[config.mk]
export PLATFORM = sky130hd
export DESIGN_NAME = register_scan_streamer
export DESIGN_NICKNAME = d
export VERILOG_FILES = /design/src/rtl/register_pkg.sv /design/src/rtl/register_scan_streamer.sv
export SDC_FILE = /design/constraint.sdc
export NUM_CORES = 1
export LEC_CHECK = 0
export CORE_ASPECT_RATIO = 0.5
export CORE_MARGIN = 4
export CORE_UTILIZATION = 41
export DETAILED_ROUTE_END_ITERATION = 6
export PLACE_DENSITY = 0.78
export RECOVER_POWER = 50
export SYNTH_ARGS = -nofsm -noshare
export SYNTH_HDL_FRONTEND = slang
export SYNTH_SLANG_ARGS = --single-unit
[constraint.sdc]
create_clock -name clk -period 14.85 [get_ports clk]
set_input_delay 2.97 -clock clk [delete_from_list [all_inputs] [get_ports clk]]
set_output_delay 2.97 -clock clk [all_outputs]
set_load 0.02 [all_outputs]
[src/rtl/register_pkg.sv]
// Shared types and default sizing for the register bank and its consumers.
package register_pkg;

    typedef enum logic [1:0] {
        S_IDLE,
        S_STREAM,
        S_DONE
    } scan_state_t;

    localparam int unsigned REG_NUM_DEFAULT   = 16;
    localparam int unsigned REG_WIDTH_DEFAULT = 8;

endpackage

[src/rtl/register_scan_streamer.sv]
// Snapshots the register bank on a start request and streams an index range
// (wrapping past the top index) one word per valid/ready beat.
module register_scan_streamer
    import register_pkg::*;
#(
    parameter int unsigned NUM_REGS = REG_NUM_DEFAULT,
    parameter int unsigned WIDTH    = REG_WIDTH_DEFAULT,
    localparam int unsigned IW      = $clog2(NUM_REGS)
) (
    input  logic             clk,
    input  logic             rst_n,
    input  logic [WIDTH-1:0] reg_q [NUM_REGS],
    input  logic             start,
    input  logic [IW-1:0]    first_idx,
    input  logic [IW-1:0]    last_idx,
    output logic             busy,
    output logic             m_valid,
    input  logic             m_ready,
    output logic [WIDTH-1:0] m_data,
    output logic [IW-1:0]    m_idx,
    output logic             m_last,
    output logic             done,
    output logic             err
);

    scan_state_t      state_q, state_d;
    logic [WIDTH-1:0] shadow_q [NUM_REGS];
    logic [WIDTH-1:0] shadow_d [NUM_REGS];
    logic [IW-1:0]    last_q, last_d;
    logic [IW-1:0]    m_idx_q, m_idx_d;
    logic [WIDTH-1:0] m_data_q, m_data_d;
    logic             m_valid_q, m_valid_d;
    logic             m_last_q, m_last_d;
    logic             busy_q, busy_d;
    logic             done_q, done_d;
    logic             err_q, err_d;

    logic             idx_ok;
    logic             handshake;
    logic [IW-1:0]    next_idx;

    assign idx_ok    = (int'(first_idx) < int'(NUM_REGS)) && (int'(last_idx) < int'(NUM_REGS));
    assign handshake = m_valid_q && m_ready;
    assign next_idx  = (int'(m_idx_q) == int'(NUM_REGS - 1)) ? '0 : m_idx_q + IW'(1);

    // Next-state and output-register computation; m_idx_q doubles as the scan cursor.
    always_comb begin
        state_d   = state_q;
        shadow_d  = shadow_q;
        last_d    = last_q;
        m_idx_d   = m_idx_q;
        m_data_d  = m_data_q;
        m_valid_d = m_valid_q;
        m_last_d  = m_last_q;
        busy_d    = busy_q;
        done_d    = 1'b0;
        err_d     = 1'b0;
        unique case (state_q)
            S_IDLE: begin
                if (start) begin
                    if (idx_ok) begin
                        shadow_d  = reg_q;
                        last_d    = last_idx;
                        m_idx_d   = first_idx;
                        m_data_d  = reg_q[first_idx];
                        m_last_d  = (first_idx == last_idx);
                        m_valid_d = 1'b1;
                        busy_d    = 1'b1;
                        state_d   = S_STREAM;
                    end else begin
                        err_d = 1'b1;
                    end
                end
            end
            S_STREAM: begin
                if (handshake) begin
                    if (m_last_q) begin
                        m_valid_d = 1'b0;
                        m_last_d  = 1'b0;
                        busy_d    = 1'b0;
                        done_d    = 1'b1;
                        state_d   = S_DONE;
                    end else begin
                        m_idx_d  = next_idx;
                        m_data_d = shadow_q[next_idx];
                        m_last_d = (next_idx == last_q);
                    end
                end
            end
            S_DONE: begin
                state_d = S_IDLE;
            end
            default: begin
                state_d = S_IDLE;
            end
        endcase
    end

    // State and output registers; the shadow array is intentionally not reset.
    always_ff @(posedge clk) begin
        if (!rst_n) begin
            state_q   <= S_IDLE;
            last_q    <= '0;
            m_idx_q   <= '0;
            m_data_q  <= '0;
            m_valid_q <= 1'b0;
            m_last_q  <= 1'b0;
            busy_q    <= 1'b0;
            done_q    <= 1'b0;
            err_q     <= 1'b0;
        end else begin
            state_q   <= state_d;
            last_q    <= last_d;
            m_idx_q   <= m_idx_d;
            m_data_q  <= m_data_d;
            m_valid_q <= m_valid_d;
            m_last_q  <= m_last_d;
            busy_q    <= busy_d;
            done_q    <= done_d;
            err_q     <= err_d;
        end
        shadow_q <= shadow_d;
    end

    assign busy    = busy_q;
    assign m_valid = m_valid_q;
    assign m_data  = m_data_q;
    assign m_idx   = m_idx_q;
    assign m_last  = m_last_q;
    assign done    = done_q;
    assign err     = err_q;

endmodule
==> flow_summary.json, run 1 <==
{
  "switching_power_w": 0.000273,
  "ant_nets": 0,
  "hold_violations": 0,
  "syn_area_per_cell_sq_um": 15.1,
  "netlist_area_sq_um": 7190,
  "synthCells": 476,
  "syn_to_final_growth_pct": 30.9,
  "worst_pin_slew_ns": 2.41,
  "cp-end-kind": "register",
  "viasPerCell": 5.86,
  "gp_congestion": 0.834,
  "violations": "DRC, capacitance limit, slew limit",
  "dp_hpwl_um": 13500,
  "synth-async-reset-ratio_pct": 0,
  "grt-ovfl-total": 0,
  "ys_seq_area_share_pct": 59.3,
  "rsz0062_at_grt": "no",
  "insertion_delay_ns": 0.42,
  "htree_levels": 4,
  "synth_common_cells": "edfxtp_1 (128), mux4_2 (43), nand2_1 (32), dfxtp_1 (21), nor2_1 (21)",
  "p_leak_nw": 3.19,
  "postCtsHoldBufs": 0,
  "fmax_mhz": 171,
  "nFillCells": 1340,
  "dieArea_sq_um": 19800,
  "track_usage_pct": 19.9,
  "ys_top_cells_by_area": "edfxtp_1 (53%), mux4_2 (13%), dfxtp_1 (5.8%)",
  "timing.final.ws_setup_ns": 8.99,
  "clk_pin_slew_worst_paths_ns": 0.06,
  "drt_iter0_drc": 496,
  "port-buffer-count": 155,
  "die_h_um": 102,
  "drc_errors": 3,
  "crit_fanout": 44,
  "synth_top_area_cell": "edfxtp_1",
  "pwr-share-clk_pct": 38.1,
  "swShare_pct": 25.1,
  "ys_ff_latch": 149,
  "status": "finished with violations",
  "yosys_warnings": 0,
  "vias": 5049,
  "cts_tree": "yes",
  "min_period_over_period_pct": 39.4,
  "start_util_pct": 42.9,
  "cts_sinks": 149,
  "hold_class": "register to register",
  "ys.flop_type": "edfxtp_1",
  "synth_most_common_cell": "edfxtp_1",
  "drive_gt1_share_pct": 15.3,
  "final_nets": 762,
  "peakVddDrop_uv": 82.7,
  "crit_type": "primary input to register",
  "finalSetupViolCount": 0,
  "grt_pass1_vias": 5135,
  "critPathArrivalTime_ns": 6.21,
  "wl_um": 19700,
  "seqPwrFrac_pct": 45.5,
  "worstSetupStartpointType": "primary input",
  "multi_input_area_sq_um": 2680,
  "report.final.slew_viol_count": 45,
  "max-slew-margin-rel_pct": -60.5,
  "finalPower_w": 0.00109,
  "ios": 157,
  "clock_skew_ns": 0.00858,
  "die_w_um": 195,
  "dp_slack_ns": 9.66,
  "p_per_area_nw_per_um2": 116,
  "clockRootBuffer": "clkbuf_16",
  "period_needed_ns": 5.86,
  "seq_area_sq_um": 4260,
  "yosys.area.top_type_share_pct": 53.5,
  "synth_cell_type_count": 65,
  "internal_power_w": 0.000817,
  "postLayoutCoreUtil_pct": 56.1,
  "cts_buffers": 17,
  "std_cell_rows": 33,
  "antenna_found_initial": 2,
  "combPwrFrac_pct": 16.4,
  "grt_max_degree": 90,
  "synth_edf_count": 128,
  "setup_tns_ns": 0,
  "drt_first_pass_iters": 7,
  "clk_path_buf_depth": 2,
  "grt_pass1_wl_um": 30100,
  "avgRoutedWirePerCell_um": 22.8,
  "maxCapViolCount": 1,
  "cts_resized": 0,
  "synthesis.nets": 617,
  "postCtsSetupBuffers": 0,
  "cp.required_ns": 15.20,
  "core_area_sq_um": 16800,
  "r2r_slack_ns": 11.47
}
-- worst paths after layout --
check             depth (start not counted)         to      start
setup / recovery                          7     m_last      start
hold / removal                            2  m_data[3]  m_data[3]
setup reg to reg                          6  m_data[7]   m_idx[0]
hold reg to reg                           2  m_data[3]  m_data[3]
-- state kept, by name, summed over array words and instances, names as in the netlist --
signal    flops
busy          1
done          1
last_q        4
m_data        8
m_idx         4
m_last        1
shadow_q    128
state_q       2
-- layer usage --
| layer | GRT usage (%) | share of wire (%) | vias up |
|---|---|---|---|
| met5 | 0 | 0.051 | - |
| met4 | 6.54 | 1.8 | 2 |
| met3 | 5.05 | 7.7 | 42 |
| met2 | 33.4 | 49 | 262 |
| met1 | 25.9 | 41 | 2519 |
| li1 | - | - | 2224 |
-- power by group through the flow --
| stage | sequential [W] | combinational [W] | clock (W) |
|---|---|---|---|
| 2_1_floorplan | 0.000507 | 0.000104 | 0 |
| 3_3_place_gp | 0.000503 | 0.000181 | 0 |
| 3_5_place_dp | 0.000504 | 0.000184 | 0 |
| 4_1_cts | 0.000495 | 0.000186 | 0.000417 |
| 5_1_grt | 0.000498 | 0.000190 | 0.000439 |
| 6_report | 0.000496 | 0.000179 | 0.000416 |
-- cells in the final DEF (no fill, tap or decap), drive strengths merged, types with 5 or more instances in the layout --
master / synthesis / routed
nand2: 32 / 32
clkdlybuf4s50: 0 / 22
nor2: 21 / 21
edfxtp: 128 / 128
o21ai: 15 / 15
xnor2: 7 / 7
buf: 31 / 10
dfxtp: 21 / 21
o211ai: 5 / 5
a211oi: 9 / 9
and3: 5 / 5
nor2b: 8 / 8
mux2i: 16 / 16
mux2: 7 / 7
a21oi: 9 / 9
clkinv: 1 / 8
a31oi: 10 / 10
clkbuf: 7 / 19
nor3: 9 / 9
o22ai: 6 / 6
nand3: 15 / 15
mux4: 48 / 48
dlygate4sd3: 0 / 131
-- kinds of logic (layout without fill, tap and decap cells) --
family / count (synthesis) / in the layout / share of synthesized area (%)
XOR/XNOR: 10 / 10 / 1.22
multiplexers: 71 / 71 / 18.7
adder cells (fa/ha/maj): 1 / 1 / 0.174
other: 1 / 2 / 0.0522
AO/OA/AOI/OAI: 87 / 87 / 8.93
buffers and inverters: 40 / 198 / 3.41
AND/OR/NAND/NOR: 117 / 117 / 8.25
flip-flops: 149 / 149 / 59.3
-- worst max-delay path, stage by stage --
cell,delay [ns]
dlygate4sd3_1,0.58
nor2b_1,0.19
nor2b_1,0.22
clkbuf_1,1.74
a31o_2,0.28
o21ai_0,0.08
a21oi_1,0.14
-- area by class of cell --
cell class	count	share of cell area [%]
Clock inverter	14	1.44
Antenna cell	1	0.0266
Inverter	2	0.0798
Tap cell	227	3.02
Sequential cell	149	45.3
Clock buffer	18	4.56
Multi-Input combinational cell	287	28.5
Timing Repair Buffer	164	17.1
-- stage by stage --
stage / hold slack [ns] / instance area (sq um) / cells
3_3_place_gp: 0.466 / 8860 / 829
2_1_floorplan: 0.482 / 7190 / 476
6_report: 0.506 / 9410 / 862
5_1_grt: 0.528 / 9410 / 862
3_5_place_dp: 0.444 / 8860 / 829
4_1_cts: 0.500 / 9420 / 861
No activity file was read; power rests on OpenSTA's default activity.
==> run 2: changes to the inputs <==
clock period = 5.82 ns   (was 14.85 ns; I/O delays follow)
==> run 2 against run 1 <==
  * The flow finishes with violations (capacitance limit, slew limit)
  * Highest routed layer unchanged
  * Utilization rose by 0.17 points
  * Count of clock-buffer cells in the layout rose by 1
  * Non-clock buffer count did not move
  * Sequential cell count did not move
  * Largest power group unchanged
  * Via count rose by 0.63%
  * Critical path depth did not move
  * Setup slack got worse by 7.5 ns
==> flow_summary.json, run 2 (same netlist as run 1, synthesis figures left out) <==
{
  "finalSetupViolCount": 0,
  "multi_input_area_sq_um": 2690,
  "layout_commonest_cell": "dlygate4sd3_1",
  "antenna_found_initial": 1,
  "cp-end-kind": "register",
  "largest-register": "shadow_q",
  "clk_pin_slew_worst_paths_ns": 0.06,
  "min_period_over_period_pct": 73.7,
  "std_cell_rows": 33,
  "clk_path_buf_depth": 2,
  "num_antenna_cells": 0,
  "hold_violations": 0,
  "die_w_um": 195,
  "dp_hpwl_um": 13500,
  "insertion_delay_ns": 0.42,
  "syn_to_final_growth_pct": 31.3,
  "grt_pass1_wl_um": 29400,
  "grt-ovfl-total": 0,
  "dieArea_sq_um": 19800,
  "avgRoutedWirePerCell_um": 22.4,
  "drt_first_pass_iters": 4,
  "grt_pass1_vias": 5179,
  "port-buffer-count": 155,
  "worst_pin_slew_ns": 2.87,
  "finalNonFillerCells": 861,
  "seq_area_sq_um": 4260,
  "vias": 5081,
  "hold_class": "register to register",
  "fmax_mhz": 233,
  "core_area_sq_um": 16800,
  "p_per_area_nw_per_um2": 299,
  "max-slew-margin-rel_pct": -91.0,
  "ios": 157,
  "status": "finished with violations",
  "p_leak_nw": 3.22,
  "setup_tns_ns": 0,
  "cp.required_ns": 6.17,
  "peakVddDrop_uv": 222,
  "report.final.slew_viol_count": 54,
  "final_nets": 762,
  "violations": "capacitance limit, slew limit",
  "drive_gt1_share_pct": 15.5,
  "drt_iter0_drc": 551,
  "viasPerCell": 5.90,
  "mostFrequentLayoutCells": "dlygate4sd3_1 (137), edfxtp_1 (128), mux4_2 (43)",
  "rsz0062_at_grt": "no",
  "wl_um": 19300,
  "worstSetupStartpointType": "primary input",
  "grt_max_degree": 81,
  "die_h_um": 102,
  "start_util_pct": 42.9,
  "crit_type": "primary input to register",
  "clock_skew_ns": 0.00850,
  "htree_levels": 4,
  "critPathArrivalTime_ns": 4.64,
  "cts_buffers": 17,
  "ant_nets": 0,
  "r2r_slack_ns": 2.51,
  "placed_cells": 829,
  "postCtsSetupBuffers": 0,
  "postCtsHoldBufs": 0,
  "gp_congestion": 0.857,
  "cts_tree": "yes",
  "largest_register_ff_count": 128,
  "cts_resized": 0,
  "maxCapViolCount": 1,
  "track_usage_pct": 19.4,
  "clockRootBuffer": "clkbuf_16",
  "crit_fanout": 53,
  "drc_errors": 0,
  "period_needed_ns": 4.29,
  "cts_sinks": 149,
  "nFillCells": 1358
}
-- run 2: final timing paths --
path              depth (start not counted)  startpoint        end
hold / removal                            1   m_data[2]  m_data[2]
setup / recovery                          7       start     m_last
setup reg to reg                          6  state_q[1]     m_last
hold reg to reg                           1   m_data[2]  m_data[2]
-- run 2: final cells by class --
class	count	share of cell area, %
Clock buffer	19	4.59
Clock inverter	13	1.64
Inverter	2	0.0795
Multi-Input combinational cell	287	28.5
Sequential cell	149	45.2
Tap cell	227	3.01
Timing Repair Buffer	164	17.0
-- run 2: routing by layer --
layer  GRT usage (%)  vias up  routed length, um
li1                -     2228                  -
met1            25.6     2554               8030
met2            32.8      260               9480
met3            3.72       37               1410
met4            6.92        2                389
met5               0        -                 13
-- run 2: stage by stage --
stage                     area, sq um  total power (W)  utilization [%]  hold WS [ns]  setup WS, ns
final                            9440          0.00282             56.3         0.486          1.53
after global routing             9440          0.00292             56.3         0.507          1.23
after CTS                        9440          0.00285             56.3         0.490          2.57
after detailed placement         8860          0.00176             52.8         0.476          2.26
after global placement           8860          0.00175             52.8         0.456          2.29
after floorplan                  7190          0.00156                -         0.482        0.0854
-- run 2: where the power goes --
part           total [W]  internal, W  switching, W
Combinational   0.000455     0.000221      0.000234
Clock            0.00110     0.000673      0.000430
Sequential       0.00126      0.00124     0.0000285
-- run 2: worst max-delay path, stage by stage --
cell and delay [ns]:
dlygate4sd3_1 0.57, nor2b_1 0.19, nor2b_4 0.16, clkbuf_1 2.01, a31o_2 0.30, o21ai_0 0.09, a21oi_1 0.14
==> run 3: changes to the inputs <==
clock period = 4.3 ns   (was 5.82 ns; I/O delays follow)
==> run 3 against run 2 <==
  * The run still ends with capacitance limit, slew limit left
  * Total power grew 34%
  * Non-clock buffer count grew 4
  * First-iteration DRC count grew 1.1%
  * Via count grew 0.79%
  * Combinational power grew 36%
  * Global-route usage grew 0.63 points
  * Final cell count grew 0.46%
==> flow_summary.json, run 3 (same netlist as run 1, synthesis figures left out) <==
{
  "grt_pass1_wl_um": 30000,
  "violations": "capacitance limit, slew limit",
  "hold_class": "register to register",
  "rr_endpoint": "m_data[0]",
  "layout_commonest_cell": "dlygate4sd3_1",
  "report.final.slew_viol_count": 96,
  "rsz0062_at_grt": "no",
  "worstPathCellList": "clkdlybuf4s50_1 -> nor2b_1 -> nor2b_4 -> clkbuf_2 -> mux2i_1 -> nor2_1",
  "clk_pin_slew_worst_paths_ns": 0.06,
  "cts_tree": "yes",
  "final_nets": 766,
  "worstHoldEndpoint": "m_data[3]",
  "ant_nets": 0,
  "max-slew-margin-rel_pct": -57.1,
  "grt_pass1_vias": 5302,
  "whs_ns": 0.472,
  "std_cell_rows": 33,
  "cp-end-kind": "register",
  "placed_cells": 833,
  "antenna_found_initial": 1,
  "r2r_slack_ns": 1.21,
  "crit_fanout": 95,
  "r2r-start": "m_idx[0]",
  "dp_slack_ns": 1.10,
  "drt_iter0_drc": 557,
  "finalNonFillerCells": 865,
  "die_h_um": 102,
  "p_per_area_nw_per_um2": 399,
  "gp_congestion": 0.858,
  "avgRoutedWirePerCell_um": 22.9,
  "clock_skew_ns": 0.00561,
  "grt_max_degree": 96,
  "timing.final.ws_setup_ns": 0.793,
  "dp_hpwl_um": 13800,
  "setup_tns_ns": 0,
  "r2r_cells": 5,
  "insertion_delay_ns": 0.42,
  "cpPeakStageDelay_ns": 1.68,
  "core_area_sq_um": 16800,
  "period_needed_ns": 3.51,
  "fmax_mhz": 285,
  "cp.required_ns": 4.60,
  "htree_levels": 4,
  "clk_path_buf_depth": 2,
  "hold_path_startpoint": "m_data[3]",
  "p_leak_nw": 3.21,
  "syn_to_final_growth_pct": 31.4,
  "finalSetupViolCount": 0,
  "drive_gt1_share_pct": 16.1,
  "viasPerCell": 5.92,
  "slowest_stage": "clkbuf_2",
  "worstSetupStartpointType": "primary input",
  "min_period_over_period_pct": 81.6,
  "track_usage_pct": 20.0,
  "largest-register": "shadow_q",
  "wl_um": 19800,
  "clockRootBuffer": "clkbuf_16",
  "critical_path_buf_inv_count": 2,
  "dieArea_sq_um": 19800,
  "postCtsSetupBuffers": 0,
  "drt_first_pass_iters": 5,
  "critPathArrivalTime_ns": 3.81,
  "ios": 157,
  "drc_errors": 0,
  "largest_register_ff_count": 128,
  "mostFrequentLayoutCells": "dlygate4sd3_1 (129), edfxtp_1 (128), mux4_2 (43)",
  "die_w_um": 195,
  "peakVddDrop_uv": 255,
  "worst_pin_slew_ns": 2.36,
  "postCtsHoldBufs": 0,
  "cts_resized": 0,
  "cts_sinks": 149,
  "critPathTopFamily": "buffers and inverters",
  "min_path_cells": 2,
  "hold_violations": 0,
  "maxCapViolCount": 1,
  "grt-ovfl-total": 0,
  "port-buffer-count": 155,
  "cts_buffers": 17,
  "start_util_pct": 42.9,
  "vias": 5121,
  "status": "finished with violations",
  "crit_type": "primary input to register",
  "num_antenna_cells": 0,
  "nFillCells": 1328
}
==> run 3: cell types whose count changed in the layout (fill, tap and decap cells not counted), sizes merged <==
cell           before  now
dlygate4sd3       137  129
bufinv              3    2
clkinv              8    7
buf                10   14
clkdlybuf4s50      16   24
clkinvlp            1    3
==> run 3: layer usage <==
layer	global-route usage (%)	part of all wire [%]	vias to the layer above
li1	-	-	2240
met1	26.1	39	2562
met3	3.99	8.3	43
met5	0	0.035	-
met2	33.8	50	274
met4	7.94	2.2	2
==> run 3: tightest hold or removal path: stages (launching register included) <==
cell	delay, ns
dfxtp_1	0.33
nand2_1	0.07
o41ai_2	0.05
==> run 3: area by class of cell <==
type                            count  area, sq um  area share [%]
Clock buffer                       19          433            4.58
Clock inverter                     13          131            1.39
Sequential cell                   149         4260            45.1
Multi-Input combinational cell    287         2690            28.5
Tap cell                          227          284            3.01
Timing Repair Buffer              168         1640            17.3
Inverter                            2         7.51          0.0795
==> run 3: worst max path at each step <==
stage	startpoint	end	slack [ns]	cells after the start
after global routing	start	last_q[3]	0.55	6
after floorplan	start	m_last	0.93	6
after global placement	first_idx[3]	m_data[3]	1.19	6
final	start	last_q[3]	0.79	6
after CTS	m_idx[0]	m_data[1]	1.23	7
after detailed placement	first_idx[3]	m_data[5]	1.10	7
==> run 3: report_power, final <==
group	internal [W]	switching, W
clock network	0.000851	0.000586
logic	0.000303	0.000318
registers	0.00167	0.0000394
==> run 3: per-stage QoR <==
stage                     total power [W]  util, %  cell area [sq um]
after global placement            0.00237     53.1               8900
after detailed placement          0.00238     53.1               8900
after floorplan                   0.00210        -               7190
after global routing              0.00390     56.4               9450
after CTS                         0.00380     56.4               9460
final                             0.00377     56.4               9450
